==> src/rtl/player_move_ctrl.sv <==
// Player movement/attack controller: turns key pulses into tile positions and attack pulses,
// honouring map bounds, walkable tiles, player-vs-player occupancy and per-player cooldowns.

module pmc_player #(
  parameter int unsigned HMAXTILE = 9,
  parameter int unsigned VMAXTILE = 5,
  parameter int unsigned MOVE_CD  = 10_000_000,
  parameter int unsigned ATK_CD   = 100_000_000,
  parameter int unsigned START_H  = 0,
  parameter int unsigned START_V  = 0,
  parameter int unsigned W        = (HMAXTILE+1)*(VMAXTILE+1)+1
) (
  input  logic         clk,
  input  logic         rst,
  input  logic [4:0]   key,
  input  logic [W-1:0] walk_able,
  input  logic         accept,
  output logic         want,
  output logic [3:0]   tgt_h,
  output logic [3:0]   tgt_v,
  output logic [3:0]   pos_h,
  output logic [3:0]   pos_v,
  output logic         busy,
  output logic         atk_pulse
);
  localparam int MCW = $clog2(MOVE_CD + 1);
  localparam int ACW = $clog2(ATK_CD + 1);
  localparam int IW  = $clog2(W);

  typedef enum logic {IDLE, COOLDOWN} state_t;

  state_t          state_q, state_d;
  logic [MCW-1:0]  mcnt_q, mcnt_d;
  logic [ACW-1:0]  acnt_q, acnt_d;
  logic [3:0]      pos_h_q, pos_h_d, pos_v_q, pos_v_d;
  logic            atk_q, atk_d;
  logic [4:0]      th5, tv5;
  logic            dir_vld, in_bounds;
  logic [IW-1:0]   idx;

  // 5-bit target so a step off the low edge shows up as a large value, not a wrap
  always_comb begin
    th5     = {1'b0, pos_h_q};
    tv5     = {1'b0, pos_v_q};
    dir_vld = 1'b1;
    if (key[0])      tv5 = tv5 - 5'd1;
    else if (key[1]) tv5 = tv5 + 5'd1;
    else if (key[2]) th5 = th5 - 5'd1;
    else if (key[3]) th5 = th5 + 5'd1;
    else             dir_vld = 1'b0;
    in_bounds = (th5 <= 5'(HMAXTILE)) && (tv5 <= 5'(VMAXTILE));
    idx       = in_bounds ? (IW'(tv5) * IW'(HMAXTILE + 1) + IW'(th5)) : '0;
    want      = (state_q == IDLE) && dir_vld && in_bounds && walk_able[idx];
    tgt_h     = th5[3:0];
    tgt_v     = tv5[3:0];
  end

  always_comb begin
    state_d = state_q;
    mcnt_d  = mcnt_q;
    pos_h_d = pos_h_q;
    pos_v_d = pos_v_q;
    case (state_q)
      IDLE: if (accept) begin
        state_d = COOLDOWN;
        mcnt_d  = MCW'(MOVE_CD - 1);
        pos_h_d = tgt_h;
        pos_v_d = tgt_v;
      end
      COOLDOWN: begin
        if (mcnt_q == '0) state_d = IDLE;
        else              mcnt_d  = mcnt_q - 1'b1;
      end
      default: state_d = IDLE;
    endcase
  end

  // attack path runs alongside the move FSM
  always_comb begin
    atk_d  = 1'b0;
    acnt_d = acnt_q;
    if (acnt_q == '0) begin
      if (key[4]) begin
        atk_d  = 1'b1;
        acnt_d = ACW'(ATK_CD - 1);
      end
    end else begin
      acnt_d = acnt_q - 1'b1;
    end
  end

  always_ff @(posedge clk) begin
    if (rst) begin
      state_q <= IDLE;
      mcnt_q  <= '0;
      acnt_q  <= '0;
      atk_q   <= 1'b0;
      pos_h_q <= 4'(START_H);
      pos_v_q <= 4'(START_V);
    end else begin
      state_q <= state_d;
      mcnt_q  <= mcnt_d;
      acnt_q  <= acnt_d;
      atk_q   <= atk_d;
      pos_h_q <= pos_h_d;
      pos_v_q <= pos_v_d;
    end
  end

  assign pos_h     = pos_h_q;
  assign pos_v     = pos_v_q;
  assign busy      = (state_q == COOLDOWN);
  assign atk_pulse = atk_q;
endmodule

module player_move_ctrl #(
  parameter int unsigned HMAXTILE  = 9,
  parameter int unsigned VMAXTILE  = 5,
  parameter int unsigned MOVE_CD   = 25'd10_000_000,
  parameter int unsigned ATK_CD    = 27'd100_000_000,
  parameter int unsigned A_START_H = 0,
  parameter int unsigned A_START_V = 0,
  parameter int unsigned B_START_H = 9,
  parameter int unsigned B_START_V = 5
) (
  input  logic                                    clk,
  input  logic                                    rst,
  input  logic [4:0]                              keyA,
  input  logic [4:0]                              keyB,
  input  logic [(HMAXTILE+1)*(VMAXTILE+1):0]      walkAble,
  output logic [3:0]                              curAh,
  output logic [3:0]                              curAv,
  output logic [3:0]                              curBh,
  output logic [3:0]                              curBv,
  output logic                                    atkFromA,
  output logic                                    atkFromB,
  output logic                                    busyA,
  output logic                                    busyB
);
  localparam int unsigned W = (HMAXTILE+1)*(VMAXTILE+1)+1;

  logic [1:0][4:0] key_v;
  logic [1:0]      want, busy_v, atk_v;
  logic [1:0][3:0] tgt_h, tgt_v, pos_h, pos_v;
  logic            acc_a, acc_b;

  assign key_v = {keyB, keyA};

  for (genvar g = 0; g < 2; g++) begin : g_player
    pmc_player #(
      .HMAXTILE(HMAXTILE), .VMAXTILE(VMAXTILE),
      .MOVE_CD(MOVE_CD), .ATK_CD(ATK_CD),
      .START_H((g == 0) ? A_START_H : B_START_H),
      .START_V((g == 0) ? A_START_V : B_START_V),
      .W(W)
    ) u_player (
      .clk(clk), .rst(rst), .key(key_v[g]), .walk_able(walkAble),
      .accept((g == 0) ? acc_a : acc_b),
      .want(want[g]), .tgt_h(tgt_h[g]), .tgt_v(tgt_v[g]),
      .pos_h(pos_h[g]), .pos_v(pos_v[g]),
      .busy(busy_v[g]), .atk_pulse(atk_v[g])
    );
  end

  // Occupancy uses current positions; A wins a same-target tie
  always_comb begin
    acc_a = want[0] && !((tgt_h[0] == pos_h[1]) && (tgt_v[0] == pos_v[1]));
    acc_b = want[1] && !((tgt_h[1] == pos_h[0]) && (tgt_v[1] == pos_v[0]))
                    && !(acc_a && (tgt_h[1] == tgt_h[0]) && (tgt_v[1] == tgt_v[0]));
  end

  assign curAh    = pos_h[0];
  assign curAv    = pos_v[0];
  assign curBh    = pos_h[1];
  assign curBv    = pos_v[1];
  assign busyA    = busy_v[0];
  assign busyB    = busy_v[1];
  assign atkFromA = atk_v[0];
  assign atkFromB = atk_v[1];
endmodule

==> config.mk <==
export PLATFORM = sky130hd
export DESIGN_NAME = player_move_ctrl
export DESIGN_NICKNAME = d
export VERILOG_FILES = /design/src/rtl/player_move_ctrl.sv
export SDC_FILE = /design/constraint.sdc
export NUM_CORES = 1
export LEC_CHECK = 0
export CAP_MARGIN = 20
export CORE_MARGIN = 4
export CORE_UTILIZATION = 61
export CTS_CLUSTER_SIZE = 12
export DETAILED_ROUTE_END_ITERATION = 8
export DONT_BUFFER_PORTS = 1
export PLACE_DENSITY = 0.79
export SYNTH_ARGS = -nofsm -noshare
export SYNTH_HDL_FRONTEND = slang
export SYNTH_SLANG_ARGS = --single-unit
==> constraint.sdc <==
create_clock -name clk -period 6.61 [get_ports clk]
set_input_delay 1.6525 -clock clk [delete_from_list [all_inputs] [get_ports clk]]
set_output_delay 1.6525 -clock clk [all_outputs]
set_load 0.1 [all_outputs]
; Word-level counts from Yosys, hierarchy flattened
; Index checks and enable logic that the tools add are counted.
[word_totals]
register_bits = 122
output_inout_bits = 20
wordCells = 122
[classes]
addsub = 14
multipliers = 2
order_cmp = 6
n_eq_ne = 12
muxes = 44
bitwise_logic = 4
reduce_logical = 28
[ops]
columns = cell, count
row1 = 27-bit 2-to-1 mux, 4
row2 = 24-bit 2-to-1 mux, 4
row3 = 24-bit case mux with 2 select lines, 2
row4 = 5-bit 2-to-1 mux, 12
row5 = 27-bit logical NOT, 2
row6 = "27-bit by 1-bit subtractor with 27-bit output, second input constant", 2
row7 = 24-bit logical NOT, 2
row8 = "24-bit by 1-bit subtractor with 24-bit output, second input constant", 2
row9 = 4-bit == test, 6
row10 = "4-bit by 1-bit adder with 5-bit output, second input constant", 4
row11 = "4-bit by 1-bit subtractor with 5-bit output, second input constant", 4
row12 = 1-bit 2-to-1 mux, 16
row13 = 1-bit logical AND, 15
row14 = "6-bit by 7-bit < comparator with 1-bit output, second input constant", 2
row15 = 6-bit by 5-bit adder with 6-bit output, 2
row16 = 1-bit binary-select mux with 6-bit select, 2
row17 = 6-bit 2-to-1 mux, 2
row18 = "2-bit inequality test, second input constant", 6
row19 = "5-bit by 3-bit less-or-equal comparator with 1-bit output, second input constant", 2
row20 = "5-bit by 4-bit less-or-equal comparator with 1-bit output, second input constant", 2
row21 = "5-bit by 3-bit multiplier with 5-bit output, second input constant", 2
row22 = 2-bit AND reduction, 4
row23 = 1-bit NOT, 4
row24 = 1-bit case mux with 2 select lines, 2
row25 = 2 further kinds, 5

; Longest topological paths before layout
; Gate-level depths: netlist of the first run.
[depth]
depth_word = 18
mapped_depth = 22

; By module
; A second synthesis of the first run with hierarchy kept.
[unflattened]
cells_unflattened = 1048
hier_area_um2 = 8503.2
[by_module_without_submodules]
columns = mod, instances, cells_each, area_each_um2, seq_area_each_um2
row1 = pmc_player at g_player[1].u_player, 1, 516, 4131.5, 1221.2
row2 = pmc_player at g_player[0].u_player, 1, 499, 4105.2, 1221.2
row3 = player_move_ctrl, 1, 33, 266.5, 0.0

; Worst setup path after synthesis of the first run
; OpenSTA, ideal clock, no wires.
[synth_timing]
path_kind = input to register
start = input keyA[2]
end = register g_player[1].u_player.pos_h_q[2]
setup_time_ns = 0.059
arrival_ns = 5.641
required_time_ns = 6.551
path_slack_ns = 0.910
cell_stages = 22
n_path_buf = 5
cell_sequence = buf_2 > or2_1 > buf_4 > nand2_1 > a2bb2oi_2 > inv_1 > ha_1 > inv_1 > fa_1 > clkbuf_1 > inv_1 > clkbuf_1 > nor4_1 > a2111oi_0 > o221ai_1 > o21ai_0 > nor2_1 > a41o_2 > or3_4 > buf_6 > a311oi_2 > a31o_1
[synth_via]
elab_chain_len = 15
word_cells_on_any_way = 25
classes_between = add/sub (1) / order compare (1) / eq/ne (2) / mux (9) / reduce/logical (12)
[synth_lines]
columns = item, line_no
row1 = from (decl), 128  ; input logic [4:0] keyA,
row2 = 5-bit 2-to-1 mux (*), 48  ; else if (key[2]) th5 = th5 - 5'd1;
row3 = 5-bit 2-to-1 mux (*), 47  ; else if (key[1]) tv5 = tv5 + 5'd1;
row4 = 5-bit 2-to-1 mux (*), 46  ; if (key[0]) tv5 = tv5 - 5'd1;
row5 = via g_player[0].u_player.tgt_h[1], 19  ; output logic [3:0] tgt_h,
row6 = 5-bit by 4-bit less-or-equal comparator with 1-bit output, 51  ; in_bounds = (th5 <= 5'(HMAXTILE)) && (tv5 <= 5'(VMAXTILE));
row7 = 1-bit logical AND, 51
row8 = 6-bit 2-to-1 mux, 52  ; idx = in_bounds ? (IW'(tv5) * IW'(HMAXTILE + 1) + IW'(th5)) : '0;
row9 = 1-bit binary-select mux with 6-bit select, 53  ; want = (state_q == IDLE) && dir_vld && in_bounds && walk_able[idx];
row10 = 1-bit 2-to-1 mux (implied by the code), 53
row11 = 1-bit logical AND, 53
row12 = 1-bit logical AND, 167  ; acc_a = want[0] && !((tgt_h[0] == pos_h[1]) && (tgt_v[0] == pos_v[1]));
row13 = 1-bit logical AND (*) (2 in series), 169  ; && !(acc_a && (tgt_h[1] == tgt_h[0]) && (tgt_v[1] == tgt_v[0]));
row14 = 1-bit logical NOT (*), 169
row15 = 1-bit logical AND (*), 169
row16 = 2-bit AND reduction (no source line) (*), --
row17 = to (signal assigned), 98  ; pos_h_q <= 4'(START_H);
row18 = to (signal assigned), 105  ; pos_h_q <= pos_h_d;
row19 = to (decl), 35  ; logic [3:0] pos_h_q, pos_h_d, pos_v_q, pos_v_d;
; Mark *: on every way through the listed nets, which the timed path passes. The rest lies on a longest branch. The select of a mux whose other input is x is not followed.
; A chain may end at the register's enable or synchronous reset.

; Worst setup path after layout of the first run
[layout_timing]
start = input keyB[1]
end = register g_player[1].u_player.pos_v_q[3]
[layout_via]
elab_chain_len = 11
word_cells_on_any_way = 29
classes_between = add/sub (1) / mul (1) / order compare (2) / eq/ne (4) / mux (9) / reduce/logical (12)
[layout_lines]
columns = item, line_no
row1 = from (decl), 129  ; input logic [4:0] keyB,
row2 = 5-bit 2-to-1 mux (*), 47
row3 = 5-bit 2-to-1 mux (*), 46
row4 = via g_player[1].u_player.tgt_h[1], 19
row5 = 5-bit by 4-bit less-or-equal comparator with 1-bit output, 51
row6 = 1-bit logical AND, 51
row7 = 6-bit 2-to-1 mux, 52
row8 = 1-bit binary-select mux with 6-bit select, 53
row9 = 1-bit 2-to-1 mux (implied by the code), 53
row10 = 1-bit logical AND, 53
row11 = 1-bit logical AND, 168  ; acc_b = want[1] && !((tgt_h[1] == pos_h[0]) && (tgt_v[1] == pos_v[0]))
row12 = 1-bit logical AND (*), 169
row13 = 2-bit AND reduction (no source line) (*), --
row14 = to (signal assigned), 99  ; pos_v_q <= 4'(START_V);
row15 = to (signal assigned), 106  ; pos_v_q <= pos_v_d;
row16 = to (decl), 35
; Marked as above.

==> flow_summary.yaml, run 1 <==
detailed_routing:
  post-route-drc-count: 0
  postRouteAntennaNets: 0
  detail_route.wl_per_cell_um: 18.2
  route.met2.wl_um: 10200
  detail_route.wirelength.met1_um: 9560
  detail_route.first_pass.iterations: 5
  drt-initial-drc-count: 761
  vias_per_cell: 6.45
  top_signal_layer_used: "met4"
  detailroute.via_count: 8022
  wl_um: 22600
  detailroute.wirelength.met3_um: 2290
yosys:
  synth-warning-count: 0
  synth-main-ff-cell: "sky130_fd_sc_hd__dfxtp_1"
  post-synth-top-area-cell: "sky130_fd_sc_hd__dfxtp_1"
  synth.ff_latch_count: 122
  synth_area_per_cell_um2: 8.00
  synth.cell_area_um2: 8510
  synthCells: 1064
  synth_nets: 1165
  distinct_cells_synth: 90
  yosys.area.top_type_share: 0.287
  synth_edf_count: 0
  yosys-top-cells-area: "sky130_fd_sc_hd__dfxtp_1, sky130_fd_sc_hd__xnor2_1, sky130_fd_sc_hd__a21oi_1"
  postSynth.asyncResetShare: 0
  yosysSeqAreaShare: 0.287
setup_path:
  start_kind: "input pin"
  cp_data_arrival_time_ns: 5.98
  worst_setup_path_end_kind: "flop"
  path_class: "in2reg"
  critical_path.reg2reg.startpoint: "g_player[1].u_player.pos_h[0]"
  critPathLaunch: "keyB[1]"
  timing.reg2reg.setup_slack_ns: 1.32
  critPathMaxFanout: 15
  regToRegEndpoint: "g_player[1].u_player.pos_v[3]"
  ff2ff_path_depth: 17
  setup.worst_path.end: "g_player[1].u_player.pos_v[3]"
  required_time_worst_endpoint_ns: 6.92
clocking:
  cts-resized-gates: 0
  clkTransAtPathRegs_ns: 0.06
  insertion_delay_of_the_later_clocked_pin_in_the_worst_skew_pair_ns: 0.42
  hold_buffers: 0
  ctsLongestPathBuffers: 2
  clock_sink_count: 122
  cts_made_buffers: 17
  tritoncts: "built"
  postCtsSetupBuffers: 0
  clock_tree.htree_level_count: 4
  ctsRootBufferMaster: "sky130_fd_sc_hd__clkbuf_16"
sta:
  timing.final.setup_violations: 0
  final_min_period_over_clock_period: 0.858
  finalCriticalPeriod_ns: 5.67
  timing_worst_slew_pin_value_ns: 1.01
  max_freq_ghz: 0.176
  grt_setup_unrepaired: "false"
  finalMaxSlewViolations: 0
  final_skew_ns: 0.0142
  hold_viol: 0
  timing.max_slew.rel_slack: 0.321
  finalSetupTns_ns: 0
layout:
  nFillCells: 1144
  layout.cells.most_common: "sky130_fd_sc_hd__dfxtp_1"
  final_design_area_no_fill_um2: 9210
  nNetsFinal: 1157
  final_cells: 1243
  final_layout_size_suffix_gt1_frac: 0.0890
  layout-area-overhead-vs-synth_pct: 8.25
  final_cell_mix: "sky130_fd_sc_hd__dfxtp_1, sky130_fd_sc_hd__nor2_1, sky130_fd_sc_hd__a21oi_1, sky130_fd_sc_hd__nand2_1, sky130_fd_sc_hd__xnor2_1"
  antenna-diode-count: 0
floorplan:
  placement_rows: 42
  dieWidth_um: 126
  die_h_um: 126
  effective_utilization_at_floorplan: 0.633
  core_um2: 13500
  die_area_um2: 15900
  floorplan.io_pins: 93
global_routing:
  grt_antenna_before_repair: 0
  grtUsageTotal: 0.280
  grt_start_max_net_pins: 112
  grt_pass1_vias: 7537
  globalRouteOverflowTotal: 0
  grt_pass1_wl_um: 37100
run:
  drv.max_cap_violation_count: 0
power:
  cellLeakagePower_nw: 3.46
  power_frac_comb: 0.597
  p_int_mw: 2.68
  power_per_cell_area_nw_per_um2: 549
  clock_power_share: 0.165
  totalPowerFinal_mw: 5.06
  switching_power_mw: 2.38
  ir_worst_vdd_mv: 0.311
  net_switching_fraction_of_the_power: 0.471
  seq_power_share: 0.238
placed_design:
  port_buffers: 0
  gp_routability_congestion: 1.03
  detailed_place.area_um2: 8680
  dp_cells: 1213
  dp_hpwl_um: 16400
hold_path:
  worstHoldPathType: "reg2reg"
  holdPathStages: 1
run_status:
  run_status: "finished clean"
## metal layers
layer / track usage / up-vias
li1: - / 3908
met1: 0.372 / 3731
met2: 0.430 / 329
met3: 0.0859 / 54
met4: 0.102 / 0
met5: 0 / -
## state kept, by name, indices dropped and copies added, names as in the netlist
name,flops
g_player.u_player.acnt_q,54
g_player.u_player.mcnt_q,48
g_player.u_player.pos_h,8
g_player.u_player.pos_v,8
g_player.u_player.atk_pulse,2
g_player.u_player.busy,2
## metrics by stage
step | hold slack (ns) | setup slack [ns] | utilization
after floorplan | 0.435 | 0.910 | -
after global placement | 0.450 | 0.628 | 0.645
after detailed placement | 0.457 | 0.545 | 0.645
after CTS | 0.465 | 0.998 | 0.685
after global routing | 0.498 | 0.554 | 0.685
final | 0.470 | 0.939 | 0.685
## kinds of logic after synthesis
logic type      share of synthesized area
buf+inv                            0.0465
fa+ha+maj                          0.0429
simple gates                        0.258
xor+xnor                            0.107
mux                                0.0485
flops                               0.287
compound gates                      0.211
## worst min-delay path by stage
stage                                               start                              end  slack (ns)
after floorplan           g_player[0].u_player.acnt_q[23]  g_player[0].u_player.acnt_q[23]        0.44
after detailed placement  g_player[0].u_player.acnt_q[23]  g_player[0].u_player.acnt_q[23]        0.46
after global routing      g_player[0].u_player.acnt_q[23]  g_player[0].u_player.acnt_q[23]        0.50
after CTS                 g_player[0].u_player.acnt_q[23]  g_player[0].u_player.acnt_q[23]        0.46
final                     g_player[0].u_player.acnt_q[23]  g_player[0].u_player.acnt_q[23]        0.47
after global placement    g_player[0].u_player.acnt_q[23]  g_player[0].u_player.acnt_q[23]        0.45
## final cells by class
cell class / count / area (um2) / share of cell area
Multi-Input combinational cell: 851 / 5670 / 0.616
Clock buffer: 23 / 488 / 0.0530
Sequential cell: 122 / 2440 / 0.265
Tap cell: 176 / 220 / 0.0239
Clock inverter: 7 / 43.8 / 0.00475
Timing Repair Buffer: 28 / 210 / 0.0228
Inverter: 36 / 135 / 0.0147
## power groups by stage
stage | clock network [mW] | logic, mW | registers [mW]
after floorplan | 0 | 2.26 | 1.31
after global placement | 0 | 2.91 | 1.20
after detailed placement | 0 | 2.95 | 1.21
after CTS | 0.851 | 2.98 | 1.20
after global routing | 0.885 | 3.35 | 1.24
final | 0.835 | 3.02 | 1.20
## synth_stat cells, types with 15 or more instances
| master | n |
|---|---|
| sky130_fd_sc_hd__dfxtp_1 | 122 |
| sky130_fd_sc_hd__nor2_1 | 109 |
| sky130_fd_sc_hd__a21oi_1 | 82 |
| sky130_fd_sc_hd__nand2_1 | 80 |
| sky130_fd_sc_hd__xnor2_1 | 70 |
| sky130_fd_sc_hd__nor3_1 | 56 |
| sky130_fd_sc_hd__o21ai_0 | 42 |
| sky130_fd_sc_hd__clkbuf_1 | 35 |
| sky130_fd_sc_hd__inv_1 | 35 |
| sky130_fd_sc_hd__xor2_1 | 30 |
| sky130_fd_sc_hd__nand3_1 | 28 |
| sky130_fd_sc_hd__or3_1 | 27 |
| sky130_fd_sc_hd__ha_1 | 26 |
| sky130_fd_sc_hd__mux2i_1 | 21 |
| sky130_fd_sc_hd__nor4_1 | 19 |
| sky130_fd_sc_hd__a211oi_1 | 18 |
| sky130_fd_sc_hd__or4_1 | 18 |
| sky130_fd_sc_hd__a31oi_1 | 15 |
## worst max-delay path, cell delays in order
cell                        delay (ns)
sky130_fd_sc_hd__or2_1            0.39
sky130_fd_sc_hd__o311ai_1         0.74
sky130_fd_sc_hd__ha_1             0.31
sky130_fd_sc_hd__fa_1             0.55
sky130_fd_sc_hd__buf_4            0.23
sky130_fd_sc_hd__nor2_1           0.30
sky130_fd_sc_hd__o2111ai_1        0.16
sky130_fd_sc_hd__o41ai_1          0.09
sky130_fd_sc_hd__a311oi_1         0.09
sky130_fd_sc_hd__nand4_1          0.12
sky130_fd_sc_hd__o311ai_0         0.14
sky130_fd_sc_hd__a41o_1           0.29
sky130_fd_sc_hd__a41oi_1          0.23
sky130_fd_sc_hd__nand2_1          0.36
sky130_fd_sc_hd__and3_1           0.32
No activity file was read; power rests on OpenSTA's default activity.
==> run 2, diff against run 1 <==
--- a/config.mk
+++ b/config.mk
@@ -12,6 +12,7 @@
 export DETAILED_ROUTE_END_ITERATION = 8
 export DONT_BUFFER_PORTS = 1
 export PLACE_DENSITY = 0.79
+export SLEW_MARGIN = 10
 export SYNTH_ARGS = -nofsm -noshare
 export SYNTH_HDL_FRONTEND = slang
 export SYNTH_SLANG_ARGS = --single-unit
==> results of run 2 <==
The final DEF is identical to that of run 1; final timing and power are the same.
